[src/rtl/sap_control_sequencer.sv]
// Six-phase T-state control sequencer for a SAP-style 4-bit-address datapath.
// Optional debug single-stepping is compiled in with `define SINGLE_STEP_EN.
module sap_control_sequencer #(
  parameter int T_STATES = 6,
  parameter int OPCODE_W = 4
) (
  input  logic                enable_in,
  input  logic                reset,
  input  logic                i_debug,
  input  logic                step_in,
  input  logic [OPCODE_W-1:0] ir_opcode,
  output logic [T_STATES-1:0] t_state,
  output logic                pc_out,
  output logic                pc_inc,
  output logic                mar_load,
  output logic                ram_out,
  output logic                ir_load,
  output logic                ir_out,
  output logic                a_load,
  output logic                a_out,
  output logic                b_load,
  output logic                alu_out,
  output logic                alu_sub,
  output logic                out_load,
  output logic                halted
);

  localparam logic [OPCODE_W-1:0] OP_LDA = OPCODE_W'(4'b0000);
  localparam logic [OPCODE_W-1:0] OP_ADD = OPCODE_W'(4'b0001);
  localparam logic [OPCODE_W-1:0] OP_SUB = OPCODE_W'(4'b0010);
  localparam logic [OPCODE_W-1:0] OP_OUT = OPCODE_W'(4'b1110);
  localparam logic [OPCODE_W-1:0] OP_HLT = OPCODE_W'(4'b1111);

  typedef enum logic [2:0] {
    S_T1, S_T2, S_T3, S_T4, S_T5, S_T6, S_HALT
  } state_e;

  state_e state;
  logic   advance;

`ifdef SINGLE_STEP_EN
  logic step_q;

  // In debug mode only a fresh rising edge of step_in lets the ring move.
  assign advance = !i_debug || (step_in && !step_q);

  always_ff @(posedge enable_in or negedge reset) begin
    if (!reset) step_q <= 1'b0;
    else        step_q <= step_in;
  end
`else
  logic unused_step;

  assign advance     = 1'b1;
  assign unused_step = ^{i_debug, step_in};
`endif

  // NOTE: state registers use non-blocking assignments so every flop samples
  // pre-edge values; the async reset branch abandons any instruction at once.
  always_ff @(posedge enable_in or negedge reset) begin
    if (!reset) begin
      state <= S_T1;
    end else if (advance) begin
      case (state)
        S_T1:    state <= S_T2;
        S_T2:    state <= S_T3;
        S_T3:    state <= S_T4;
        S_T4:    state <= (ir_opcode == OP_HLT) ? S_HALT : S_T5;
        S_T5:    state <= S_T6;
        S_T6:    state <= S_T1;
        default: state <= S_HALT;
      endcase
    end
  end

  // NOTE: every output gets a default before the case so no latch is inferred.
  always_comb begin
    t_state  = '0;
    pc_out   = 1'b0;
    pc_inc   = 1'b0;
    mar_load = 1'b0;
    ram_out  = 1'b0;
    ir_load  = 1'b0;
    ir_out   = 1'b0;
    a_load   = 1'b0;
    a_out    = 1'b0;
    b_load   = 1'b0;
    alu_out  = 1'b0;
    alu_sub  = 1'b0;
    out_load = 1'b0;
    halted   = 1'b0;
    case (state)
      S_T1: begin
        t_state[0] = 1'b1;
        pc_out     = 1'b1;
        mar_load   = 1'b1;
      end
      S_T2: begin
        t_state[1] = 1'b1;
        pc_inc     = 1'b1;
      end
      S_T3: begin
        t_state[2] = 1'b1;
        ram_out    = 1'b1;
        ir_load    = 1'b1;
      end
      S_T4: begin
        t_state[3] = 1'b1;
        if (ir_opcode == OP_LDA || ir_opcode == OP_ADD || ir_opcode == OP_SUB) begin
          ir_out   = 1'b1;
          mar_load = 1'b1;
        end else if (ir_opcode == OP_OUT) begin
          a_out    = 1'b1;
          out_load = 1'b1;
        end
      end
      S_T5: begin
        t_state[4] = 1'b1;
        if (ir_opcode == OP_LDA) begin
          ram_out = 1'b1;
          a_load  = 1'b1;
        end else if (ir_opcode == OP_ADD || ir_opcode == OP_SUB) begin
          ram_out = 1'b1;
          b_load  = 1'b1;
          alu_sub = (ir_opcode == OP_SUB);
        end
      end
      S_T6: begin
        t_state[5] = 1'b1;
        if (ir_opcode == OP_ADD || ir_opcode == OP_SUB) begin
          alu_out = 1'b1;
          a_load  = 1'b1;
          alu_sub = (ir_opcode == OP_SUB);
        end
      end
      default: halted = 1'b1;
    endcase
  end

endmodule

[config.mk]
export PLATFORM = sky130hd
export DESIGN_NAME = sap_control_sequencer
export DESIGN_NICKNAME = d
export VERILOG_FILES = /design/src/rtl/sap_control_sequencer.sv
export SDC_FILE = /design/constraint.sdc
export NUM_CORES = 1
export LEC_CHECK = 0
export CORE_AREA = 2 2 39 41
export CTS_CLUSTER_DIAMETER = 100
export CTS_CLUSTER_SIZE = 10
export DETAILED_ROUTE_END_ITERATION = 7
export DIE_AREA = 0 0 41 43
export PLACE_DENSITY = 0.74
export SLEW_MARGIN = 10
export SYNTH_ARGS = -nofsm -noshare
export SYNTH_HDL_FRONTEND = slang
export SYNTH_SLANG_ARGS = --single-unit
[constraint.sdc]
create_clock -name enable_in -period 2.1 [get_ports enable_in]
set_clock_uncertainty 0.05 [all_clocks]
set_input_delay 0.63 -clock enable_in [delete_from_list [all_inputs] [get_ports enable_in]]
set_output_delay 0.63 -clock enable_in [all_outputs]
set_load 0.005 [all_outputs]
=== Word level (Yosys, flattened, before mapping) ===
Index checks and enable logic that the tools add are counted.
W data, S select, Z words.

* Bits of input ports: 8
* Register bits after elaboration: 3
* Logic and storage cells: 42
* Output and inout bits: 19

* Equal/unequal tests: 9
* Reduce and logical (&&, ||, !) cells: 6
* Multiplexer cells: 26

{| class="wikitable"
|+ Operators with widths
! kind !! count
|-
| $mux W1 || 20
|-
| $pmux W3 S6 || 1
|-
| $eq A4 B4 Y1 const B || 2
|-
| $pmux W1 S2 || 4
|-
| $eq A3 B2 Y1 const B || 2
|-
| $eq A3 B3 Y1 const B || 2
|-
| $reduce_or A6 Y1 || 1
|-
| $eq A4 B1 Y1 const B || 1
|-
| $eq A4 B2 Y1 const B || 1
|-
| $logic_not A4 Y1 || 1
|-
| $eq A3 B1 Y1 const B || 1
|-
| $logic_not A3 Y1 || 1
|-
| $logic_or A1 B1 Y1 || 3
|-
| $mux W2 || 1
|}

=== Longest topological paths before layout ===
* Depth in word-level cells: 5
* Mapped depth: 5
* Gate-level depth less buffers: 4

=== Least setup slack after synthesis ===
Ideal clock, no wire load.

* Path kind: in2out
* From: input ir_opcode[1]
* To: output a_load
* Required time: 1420 ps
* Path slack: 298 ps
* Buffers on the path: 0
* Stages on the path: 2
* Data arrival time: 1122 ps
* Cells stage by stage: or3_4 a21oi_2

* Cells in the longest elaborated chain, start to end: 4
* Elaborated cells on any way between the ends: 7
* Classes of those cells: eq/ne: 2; mux: 3; reduce/logical: 2

{| class="wikitable"
|+ Ends and longest elaborated chain
! what !! RTL line !! source
|-
| start, declared || 11 || <nowiki>input logic [OPCODE_W-1:0] ir_opcode,</nowiki>
|-
| $eq A4 B1 Y1 / $eq A4 B2 Y1 (equally long branches) || 130 || <nowiki>if (ir_opcode == OP_ADD || ir_opcode == OP_SUB) begin</nowiki>
|-
| $logic_or A1 B1 Y1 || 130 ||
|-
| $mux W1 || 130 ||
|-
| $pmux W1 S2 * || 92 || <nowiki>case (state)</nowiki>
|-
| end, declared || 19 || <nowiki>output logic a_load,</nowiki>
|}

Mark *: on every way between the ends. The rest lies on a longest branch, timed or not.

=== Final worst setup path ===
* From: register state[0]
* To: output a_load

* Cells in the longest elaborated chain, start to end: 2
* Elaborated cells on any way between the ends: 3
* Classes of those cells: eq/ne: 2; mux: 1

{| class="wikitable"
|+ Ends and longest elaborated chain
! what !! RTL line !! source
|-
| start, declared || 38 || <nowiki>state_e state;</nowiki>
|-
| start signal, assigned || 68 || <nowiki>S_T4: state <= (ir_opcode == OP_HLT) ? S_HALT : S_T5;</nowiki>
|-
| $eq A3 B3 Y1 || 92 ||
|-
| $pmux W1 S2 * || 92 ||
|}

Marked as above.

==> impl_metrics.tcl <==
set metrics [dict create \
    yosys-top-cells-count "6 x nand2_1, 6 x nor2_1, 5 x buf_4" \
    violations "setup timing" \
    firstDrtPassIters 4 \
    fin_util 0.570 \
    status "finished, violations left" \
    yosysSeqAreaShare 0.233 \
    cp.required_ns 1.42 \
    place_congestion 0.745 \
    place_hpwl_um 672 \
    clk_pin_slew_ns 0.04 \
    setup_viol 3 \
    wl_per_cell_um 11.5 \
    synthArstFlopShare 1.00 \
    start_util 0.233 \
    overflow 0 \
    yosys_warnings 0 \
    cts_tree "yes" \
    synth-edff-count 0 \
    setup_tns_ns -0.0538 \
    fin_ws_ns -0.0397 \
    synth_cell_types 23 \
    cts_root_buf "clkbuf_4" \
    hold_buffers 0 \
    cts-htree-levels 1 \
    grt_max_degree 7 \
    fp-row-count 14 \
    drive_gt1_frac 0.713 \
    r2r_cells 6 \
    fp.dieH_um 43 \
    peakVddDrop_mv 0.524 \
    total_power_mw 1.05 \
    grt_pass1_wl_um 1810 \
    port_buffers 24 \
    rsz0062_at_grt "yes" \
    hold_path_class "in2async" \
    grt_usage 0.151 \
    routed_wl_um 1260 \
    clk_path_buf_depth 2 \
    cap_violations 0 \
    synth_area_leaders "dfrtp_1 23%, buf_4 12%, nand2_1 7.0%, nor2_1 7.0%, nor3_2 6.2%" \
    numCtsBuffers 3 \
    clock_latency_ns 0.23 \
    tightest_slew_ns 0.172 \
    synth_top_flop_cell "dfrtp_1" \
    yosysTopAreaCell "dfrtp_1" \
    ant_nets 0 \
    dieArea_um2 1760 \
    postSynthAreaPerCell_um2 7.51 \
    drt_iter0_drc 6 \
    min_period_ns 2.14 \
    post-route-period-util 1.02 \
    yosys.area.top_type_share 0.233 \
    p_per_area_nw_per_um2 1330 \
    fill_cells 140 \
    fin_cells 110 \
    grt_pass1_vias 456 \
    slew_headroom 0.885 \
    synth_fp_nets 51 \
    finalInstanceArea_um2 788 \
    synthCells 43 \
    ios 27 \
    fin_hold_ws_ns 0.530 \
    end_kind "output pin" \
    n_antenna_cell 0 \
    cp_max_fo 4 \
    ys_ff_latch 3 \
    finalMaxSlewViolations 0 \
    place_area_um2 617 \
    cts_sinks 3 \
    final_hold_viol_count 0 \
    clock.fmax_mhz 467 \
    die_w_um 41 \
    arrival_ns 1.46 \
    viasPerCell 4.49 \
    drc 0 \
    dr_total_vias 494 \
    critPathLaunchType "flip-flop" \
    crit_type "reg2out" \
    syn_area_um2 323 \
    grt_antenna_before_repair 0 \
    synthToLayoutAreaGrowth_pct 144 \
    coreArea_um2 1380 \
    place_inst 88 \
    dpl_worst_slack_ns -0.705 \
    p_leak_nw 0.440 \
    nets 103 \
]
kinds of logic after synthesis:
kind of cell              count (synthesis)  share of synthesized area
buffers and inverters                     8                      0.174
DFF                                       3                      0.233
and+or+nand+nor                          26                      0.457
AOI/OAI and AO/OA                         5                      0.109
xor gates and xnor gates                  1                     0.0271
critical path, cell delays in order (launching register included):
cell and delay (ns):
dfrtp_2 0.43, buf_6 0.13, buf_6 0.11, or3_4 0.32, a21oi_2 0.13, buf_2 0.12
final cells by class:
cell class,instances,area [um^2],share of cell area
Clock buffer,4,26.3,0.0333
Multi-Input combinational cell,32,260,0.330
Inverter,2,7.51,0.00952
Tap cell,16,20.0,0.0254
Timing Repair Buffer,53,395,0.502
Sequential cell,3,78.8,0.100
power by group:
part	total [mW]	leakage, nW	switching (mW)	internal, mW
Sequential	0.146	0.0321	0.0514	0.0946
Combinational	0.799	0.393	0.309	0.491
Clock	0.103	0.0150	0.0316	0.0713
per-layer routing:
| metal | routed length [um] | global-route usage | up-vias | part of all wire |
|---|---|---|---|---|
| li1 | - | - | 237 | - |
| met1 | 512 | 0.166 | 234 | 0.41 |
| met2 | 674 | 0.263 | 19 | 0.53 |
| met3 | 61 | 0.0157 | 4 | 0.048 |
| met4 | 16 | 0.0800 | 0 | 0.013 |
| met5 | 0 | 0 | - | 0 |
cell usage in the layout, fill, tap and decap left out, drive strengths merged:
cell and instances:
inv 2, and2 2, nor2 6, clkbuf 10
clkdlybuf4s50 1, buf 38, o21ai 1, a21oi 2
nand2 7, clkdlybuf4s15 2, dlymetal6s2s 1, dlygate4sd2 5
and3 1, nand2b 1, nor3b 1, nand4 1
nor2b 3, a31o 1, o21bai 1, dfrtp 3
xor2 1, nor3 3, or3 1
path summary, 6_finish.rpt:
path | from | end | slack (ns)
worst max-delay path | state[0]$_DFF_PN0_ | a_load | -0.04
worst min-delay path | reset | state[0]$_DFF_PN0_ | 0.53
worst max register to register | state[0]$_DFF_PN0_ | state[1]$_DFF_PN0_ | 0.86
worst min register to register | state[1]$_DFF_PN0_ | flip-flop | 0.62
max in group asynchronous | reset | async pin | 1.31
min in group enable_in | state[1]$_DFF_PN0_ | flip-flop | 0.62
timing repair:
item / 4_1_cts / 5_1_grt
buffers inserted: 11 / 8
pin swaps: 8 / 6
gates resized for setup: 61 / 26
setup endpoints to repair: 19 / 13
No activity file was read; power rests on OpenSTA's default activity.
